### src/rtl/arf_pkg.sv
// Shared types and constants for the ARF frame loader: tap geometry, data widths,
// the loader FSM state encoding and a helper that locates a slice in a packed frame.
package arf_pkg;

    localparam int ARF_NTAPS  = 8;
    localparam int ARF_DATA_W = 16;
    localparam int ARF_COEF_W = 16;

    typedef enum logic [1:0] {
        ACCEPT  = 2'd0,
        ISSUE   = 2'd1,
        WAIT_FB = 2'd2
    } arf_state_t;

    // Low bit index of slice k in a packed vector of width-w slices (slice 0 at the LSBs).
    function automatic int tap_lo(input int k, input int w);
        return k * w;
    endfunction

endpackage

### src/rtl/arf_tap_line.sv
// Sample history for the ARF loader: an NTAPS-deep shift register of DATA_W samples
// with a saturating fill counter. Slice 0 holds the newest sample.
module arf_tap_line
    import arf_pkg::*;
#(
    parameter int NTAPS  = ARF_NTAPS,
    parameter int DATA_W = ARF_DATA_W
) (
    input  logic                    clk,
    input  logic                    rst_n,
    input  logic                    clear,
    input  logic                    shift_en,
    input  logic [DATA_W-1:0]       din,
    output logic [NTAPS*DATA_W-1:0] taps,
    output logic                    will_fill
);

    localparam int CNT_W = $clog2(NTAPS + 1);

    logic [NTAPS*DATA_W-1:0] hist;
    logic [CNT_W-1:0]        fill_cnt;

    // New sample enters at slice 0; the oldest slice falls off the top.
    always_ff @(posedge clk) begin
        if (!rst_n || clear) begin
            hist     <= '0;
            fill_cnt <= '0;
        end else if (shift_en) begin
            hist <= {hist[(NTAPS-1)*DATA_W-1:0], din};
            if (fill_cnt != CNT_W'(NTAPS)) begin
                fill_cnt <= fill_cnt + 1'b1;
            end
        end
    end

    // High when the next shift leaves the history completely filled.
    assign will_fill = (fill_cnt >= CNT_W'(NTAPS - 1));
    assign taps      = hist;

endmodule

### src/rtl/arf_frame_loader.sv
// Upstream feeder for the ARF datapath: builds one operand frame per accepted sample once
// the history is full, snapshots the coefficient bank, and serialises the feedback recursion.
module arf_frame_loader
    import arf_pkg::*;
#(
    parameter int DATA_W     = ARF_DATA_W,
    parameter int COEF_W     = ARF_COEF_W,
    parameter int NTAPS      = ARF_NTAPS,
    parameter int FB_TIMEOUT = 64
) (
    input  logic                    clk,
    input  logic                    rst_n,
    input  logic                    flush,
    input  logic                    s_valid,
    output logic                    s_ready,
    input  logic [DATA_W-1:0]       s_data,
    input  logic                    coef_we,
    input  logic [2:0]              coef_addr,
    input  logic [COEF_W-1:0]       coef_data,
    output logic                    frm_valid,
    input  logic                    frm_ready,
    output logic [NTAPS*DATA_W-1:0] frm_taps,
    output logic [NTAPS*COEF_W-1:0] frm_coef,
    output logic [DATA_W-1:0]       frm_st13,
    output logic [DATA_W-1:0]       frm_st14,
    input  logic                    fb_valid,
    input  logic [DATA_W-1:0]       fb_out27,
    input  logic [DATA_W-1:0]       fb_out28,
    output logic                    err_timeout
);

    localparam int TMR_W = $clog2(FB_TIMEOUT + 1);

    arf_state_t        state;
    arf_state_t        state_next;
    logic [COEF_W-1:0] coef_bank [NTAPS];
    logic [TMR_W-1:0]  timer;
    logic              accept_xfer;
    logic              will_fill;
    logic              issue_now;
    logic              timeout_hit;

    assign accept_xfer = s_valid && s_ready;
    assign issue_now   = accept_xfer && will_fill;
    assign timeout_hit = (state == WAIT_FB) && !fb_valid && (timer == TMR_W'(FB_TIMEOUT - 1));

    arf_tap_line #(
        .NTAPS  (NTAPS),
        .DATA_W (DATA_W)
    ) u_tap_line (
        .clk       (clk),
        .rst_n     (rst_n),
        .clear     (flush),
        .shift_en  (accept_xfer),
        .din       (s_data),
        .taps      (frm_taps),
        .will_fill (will_fill)
    );

    always_ff @(posedge clk) begin
        if (!rst_n) begin
            state <= ACCEPT;
        end else begin
            state <= state_next;
        end
    end

    // Flush overrides every transition and returns the loader to sample acceptance.
    always_comb begin
        state_next = state;
        case (state)
            ACCEPT:  if (issue_now)                state_next = ISSUE;
            ISSUE:   if (frm_ready)                state_next = WAIT_FB;
            WAIT_FB: if (fb_valid || timeout_hit)  state_next = ACCEPT;
            default:                               state_next = ACCEPT;
        endcase
        if (flush) begin
            state_next = ACCEPT;
        end
    end

    always_comb begin
        s_ready   = 1'b0;
        frm_valid = 1'b0;
        if (rst_n && !flush && (state == ACCEPT)) begin
            s_ready = 1'b1;
        end
        if (state == ISSUE) begin
            frm_valid = 1'b1;
        end
    end

    // Coefficient writes land in the bank only; frames see them at the next snapshot.
    always_ff @(posedge clk) begin
        if (!rst_n) begin
            for (int i = 0; i < NTAPS; i++) begin
                coef_bank[i] <= '0;
            end
        end else if (coef_we) begin
            coef_bank[coef_addr] <= coef_data;
        end
    end

    always_ff @(posedge clk) begin
        if (!rst_n) begin
            frm_coef <= '0;
        end else if (issue_now) begin
            for (int i = 0; i < NTAPS; i++) begin
                frm_coef[tap_lo(i, COEF_W) +: COEF_W] <= coef_bank[i];
            end
        end
    end

    // Feedback capture and the wait-for-results watchdog; a timeout keeps the old state.
    always_ff @(posedge clk) begin
        if (!rst_n || flush) begin
            frm_st13    <= '0;
            frm_st14    <= '0;
            timer       <= '0;
            err_timeout <= 1'b0;
        end else if (state == WAIT_FB) begin
            if (fb_valid) begin
                frm_st13 <= fb_out27;
                frm_st14 <= fb_out28;
                timer    <= '0;
            end else if (timeout_hit) begin
                err_timeout <= 1'b1;
                timer       <= '0;
            end else begin
                timer <= timer + 1'b1;
            end
        end else begin
            timer <= '0;
        end
    end

endmodule

### config.mk
export PLATFORM = sky130hd
export DESIGN_NAME = arf_frame_loader
export DESIGN_NICKNAME = d
export VERILOG_FILES = /design/src/rtl/arf_pkg.sv /design/src/rtl/arf_tap_line.sv /design/src/rtl/arf_frame_loader.sv
export SDC_FILE = /design/constraint.sdc
export NUM_CORES = 1
export LEC_CHECK = 0
export CAP_MARGIN = 25
export CORE_AREA = 2 2 203 205
export DETAILED_ROUTE_END_ITERATION = 16
export DIE_AREA = 0 0 205 207
export MAX_ROUTING_LAYER = met4
export PLACE_DENSITY = 0.66
export SETUP_SLACK_MARGIN = 0.2
export SLEW_MARGIN = 20
export SYNTH_ARGS = -nofsm -noshare
export SYNTH_HDL_FRONTEND = slang
export SYNTH_SLANG_ARGS = --single-unit
export TNS_END_PERCENT = 100
### constraint.sdc
create_clock -name clk -period 2.65 [get_ports clk]
set_input_delay 0.3975 -clock clk [delete_from_list [all_inputs] [get_ports clk]]
set_output_delay 0.3975 -clock clk [all_outputs]
set_load 0.02 [all_outputs]
# Word level (Yosys, flattened, before mapping)

Memory sizes are Yosys's and may differ from the RTL's. A register that Yosys moved wholly into a read port is not among the register bits.
Index checks and enable logic that the tools add are counted.

Add/sub/neg operators: 2
Multipliers: 0
Divide/modulo/power cells: 0
Order comparisons: 1
Eq/ne operators: 7
Shifts and indexed selects: 0
Mux-type cells: 13
Bitwise operators: 3
Reduce and logical (&&, ||, !) cells: 27

Operators with widths:

| operator            | count |
|---|---|
| $mux 16             | 1 |
| $reduce_or 16->1    | 1 |
| $logic_not 1->1     | 11 |
| $add 7x1->7 const B | 1 |
| $eq 7x6->1 const B  | 1 |
| $mux 1              | 7 |
| $logic_and 1x1->1   | 6 |
| $mux 2              | 3 |
| $pmux 2 s3          | 1 |
| $reduce_and 3->1    | 2 |
| $add 4x1->4 const B | 1 |
| $ge 4x3->1 const B  | 1 |
| $ne 2x2->1 const B  | 2 |
| $ne 4x4->1 const B  | 1 |
| $reduce_and 2->1    | 2 |
| $reduce_or 4->1     | 1 |
| $mux 3              | 1 |
| $not 1->1           | 3 |
| $eq 2x1->1 const B  | 1 |
| $eq 2x2->1 const B  | 1 |
| $logic_not 2->1     | 1 |
| $logic_or 1x1->1    | 2 |
| $ne 2x1->1 const B  | 1 |
| $reduce_or 2->1     | 1 |

Register bits: 174
Latch bits: 0
RAM bits: 128
Bits in read-only memories: 0
Bits of input ports: 74
Memories kept: 1

Memories:

| memory    | words | bits a word | read ports | clocked after Yosys merged registers in | write ports | RTL line               | text |
|---|---|---|---|---|---|---|---|
| coef_bank | 8     | 16          | 8          | 8                                       | 8           | arf_frame_loader.sv:36 | `logic [COEF_W-1:0] coef_bank [NTAPS];` |

# Depth between registers and ports, before layout

Depth in word-level cells: 8
Gate-level depth with buffers: 6
Mapped depth without buffers: 5

# Modules after synthesis

A second synthesis with hierarchy kept.

Cell total of the unflattened synthesis: 1,475
Area, all modules: 15,881.5 sq um

Modules (own cells, without submodules):

| module           | times used | cells an instance | area each (sq um) | sequential area each (sq um) |
|---|---|---|---|---|
| arf_frame_loader | 1          | 1,037             | 11,140.7          | 7,247.0 |
| arf_tap_line     | 1          | 438               | 4,740.8           | 2,642.5 |

# Worst setup path before layout

Ideal clock, no wire load.

Path kind: input port to flip-flop
Start: input coef_addr[2]
End: memory coef_bank[0][0] (netlist name) (enable)
Setup time: 411 ps
Data arrival time: 2,087 ps
Data required time: 2,239 ps
Setup slack: 152 ps
Stages on the path: 2
Path buffers: 0
Path through: or3b_2 -> o21ai_0

RTL lines:

| element         | RTL line               | text |
|---|---|---|
| start, declared | arf_frame_loader.sv:18 | `input logic [2:0] coef_addr,` |
| end, declared   | arf_frame_loader.sv:36 |  |

# Final worst setup path

Start: register state[1]
End: output s_ready

Longest elaborated chain between the ends: 3

Ends and longest elaborated chain:

| element                | RTL line               | text |
|---|---|---|
| start, declared        | arf_frame_loader.sv:34 | `arf_state_t state;` |
| start signal, assigned | arf_frame_loader.sv:64 | `state <= state_next;` |
| $logic_not 2->1        | arf_frame_loader.sv:85 | `if (rst_n && !flush && (state == ACCEPT)) begin` |
| $logic_and 1x1->1      | arf_frame_loader.sv:85 |  |
| $mux 1                 | arf_frame_loader.sv:85 |  |
| end, declared          | arf_frame_loader.sv:15 | `output logic s_ready,` |

Every way passes these cells.

==> flow_summary.json <==
{
  "finalHoldViolCount": 0,
  "start_kind": "register",
  "dp_hpwl_um": 29800,
  "tns_ns": 0,
  "path_clk_slew_ns": 0.06,
  "drive_above_1_share": 0.0546,
  "min_period_ns": 2.21,
  "critPathMaxStageDelay_ns": 0.47,
  "synth_area_per_cell_um2": 9.98,
  "via_per_inst": 4.81,
  "rsz0062_at_grt": "no",
  "crit_family": "buffers and inverters",
  "nets": 2019,
  "root_buffer": "clkbuf_16",
  "fin_hold_ws_ns": 0.232,
  "yosysSeqAreaShare": 0.618,
  "syn-cell-area_um2": 16000,
  "path_buf_inv": 1,
  "die_w_um": 205,
  "drc_errors": 0,
  "dr.pass1.iters": 5,
  "syn_inst": 1603,
  "p_sw_mw": 3.02,
  "path_cells": "nor4b_4 -> dlygate4sd2_1",
  "ir_drop_mv": 0.581,
  "grt_overflow": 0,
  "routabilityCongestion": 0.836,
  "worstSetupEndpointType": "output port",
  "crit_type": "reg2out",
  "area_delta_synth_final_pct": 35.6,
  "grt_pass1_vias": 11630,
  "comb_power_share": 0.042,
  "fp.dieH_um": 207,
  "hold_path.class": "in2reg",
  "portBuffers": 364,
  "power.share.switching": 0.220,
  "grt_first_pass_wirelength_um": 68800,
  "clk_path_buf_depth": 3,
  "yosys.area.top_type": "dfxtp_1",
  "synth_edf_count": 128,
  "async_flop_share": 0,
  "clock_latency_ns": 0.59,
  "tightest_slew_ns": 0.915,
  "diodes": 0,
  "synth_fp_nets": 1680,
  "vias": 12061,
  "final_antenna_net_count": 0,
  "core-area_um2": 40400,
  "power_frac_seq": 0.506,
  "synthTopCellsByArea": "dfxtp_1 38%, edfxtp_1 24%, mux2i_1 8.1%, nand2_1 7.7%, and2_1 5.0%",
  "power_density_nw_per_um2": 634,
  "crit_start": "state[1]",
  "cp_slowest_cell": "dlygate4sd2_1",
  "finalSetupViolations": 0,
  "finalClockSkew_ns": 0.0234,
  "antenna_found_initial": 0,
  "wl_per_cell_um": 18.0,
  "reg2reg_from": "u_tap_line.fill_cnt[0]",
  "hold_start": "s_valid",
  "grt_max_degree": 129,
  "cts_sinks": 430,
  "pwr-share-clk": 0.452,
  "p_leak_nw": 8.86,
  "synth-seq-cells": 430,
  "std_cell_rows": 74,
  "fillers": 3614,
  "intPower_mw": 10.7,
  "grt_usage": 0.217,
  "ys_warn_count": 0,
  "ys_types": 33,
  "finalCritPeriodShare": 0.834,
  "status": "finished clean",
  "synth_top_cell_area_share": 0.378,
  "die-area_um2": 42400,
  "cts_buffers": 45,
  "ys.flop_type": "dfxtp_1",
  "max-slew-margin-rel": 0.388,
  "crit_arrival_ns": 1.81,
  "wirelength_um": 45200,
  "h-tree-depth": 2,
  "start_util": 0.396,
  "final-max-slew-violation-count": 0,
  "crit_fanout": 6,
  "drt-initial-drc-count": 783,
  "max_clock_freq_mhz": 452,
  "maxCapViolations": 0,
  "tritoncts": "built",
  "io_pins": 365,
  "cp.required_ns": 2.25
}
repair_timing:
action                                  CTS  global route
gates resized for setup                   1             1
endpoints found under the setup margin    1             1
hold buffers                              0             0
setup buffers                             0             0
pin swaps                                 0             0
per-layer routing:
metal / up-vias / track usage / routed length [um]
met1: 5716 / 0.264 / 19100
met3: 62 / 0.0661 / 3350
li1: 5930 / - / -
met2: 353 / 0.351 / 21800
met4: 0 / 0.0546 / 977
met5: - / - / 0
cell type report:
cell class              instances  area (um^2)  area share
well taps                     532          666      0.0307
repair buffers                398         3970       0.183
inverters                     130          488      0.0225
flip-flops and latches        430         9890       0.456
clock inverters                12          139     0.00641
clock buffers                  70         1310      0.0605
multi-input cells             937         5220       0.241
synthesized netlist by cell type (all sizes together), types with 2 or more instances:
library cell and n:
ha 3, inv 130, xor2 2, edfxtp 128
nand3 137, nand2 326, nor2b 2, and3 3
buf 24, clkbuf 82, nor2 9, dfxtp 302
nand3b 3, nor3 6, mux2i 130, o21ai 136
and2 129, a21oi 33, nand2b 6
cell usage in the layout (no fill, tap or decap), types with 3 or more instances in the layout:
cell type	count
o21ai_0	129
clkbuf_16	46
clkdlybuf4s50_1	360
and3_1	3
nand3_1	136
clkbuf_8	7
ha_1	3
a21oi_1	33
o21ai_1	5
inv_1	130
nand2b_1	6
dfxtp_1	302
and2_1	128
nand3b_1	3
clkbuf_1	17
nor2_1	9
edfxtp_1	128
mux2i_1	130
buf_12	6
buf_4	30
nor3_1	6
clkinv_2	6
nand2_1	326
stage by stage:
stage               power [mW]  setup WS (ns)   util  instances  cell area (um^2)
floorplan                 7.35          0.152      -       1603             16000
global placement          7.67          0.160  0.501       2427             20200
detailed placement        7.68          0.176  0.501       2427             20200
CTS                       13.9          0.281  0.537       2509             21700
global route              14.2          0.305  0.537       2509             21700
finish                    13.7          0.439  0.537       2509             21700
final timing paths:
check | end | slack (ns) | cells after the start
hold reg to reg | timer[6] | 0.45 | 1
setup reg to reg | frm_coef[65] | 0.72 | 5
setup / recovery | s_ready | 0.44 | 2
hold / removal | u_tap_line.taps[74] | 0.23 | 3
sequential cells by signal, indices dropped and copies added, names as in the netlist:
signal               flops
frm_coef               128
frm_st13                16
state                    2
timer                    7
frm_st14                16
err_timeout              1
u_tap_line.fill_cnt      4
u_tap_line.taps        128
coef_bank              128
cells by family (layout without fill, tap and decap cells):
logic type / after synthesis / after routing / share of synthesized area
AO/OA/AOI/OAI: 174 / 174 / 0.0554
XOR/XNOR: 3 / 3 / 0.00164
adder cells (fa/ha/maj): 3 / 3 / 0.00235
buffers and inverters: 236 / 610 / 0.0570
flip-flops: 430 / 430 / 0.618
multiplexers: 131 / 131 / 0.0821
AND/OR/NAND/NOR: 626 / 626 / 0.183
power by group through the flow:
stage	sequential [mW]	clock [mW]	combinational (mW)
finish	6.96	6.21	0.575
global placement	7.10	0	0.573
floorplan	7.10	0	0.248
detailed placement	7.10	0	0.579
CTS	6.96	6.36	0.581
global route	6.97	6.64	0.624
worst min-delay path: cells and delay by family:
| family | cells | cell delay (ns) |
|---|---|---|
| buf+inv | 1 | 0.19 |
| simple gates | 1 | 0.10 |
| compound gates | 1 | 0.06 |
No activity file was read; power rests on OpenSTA's default activity.
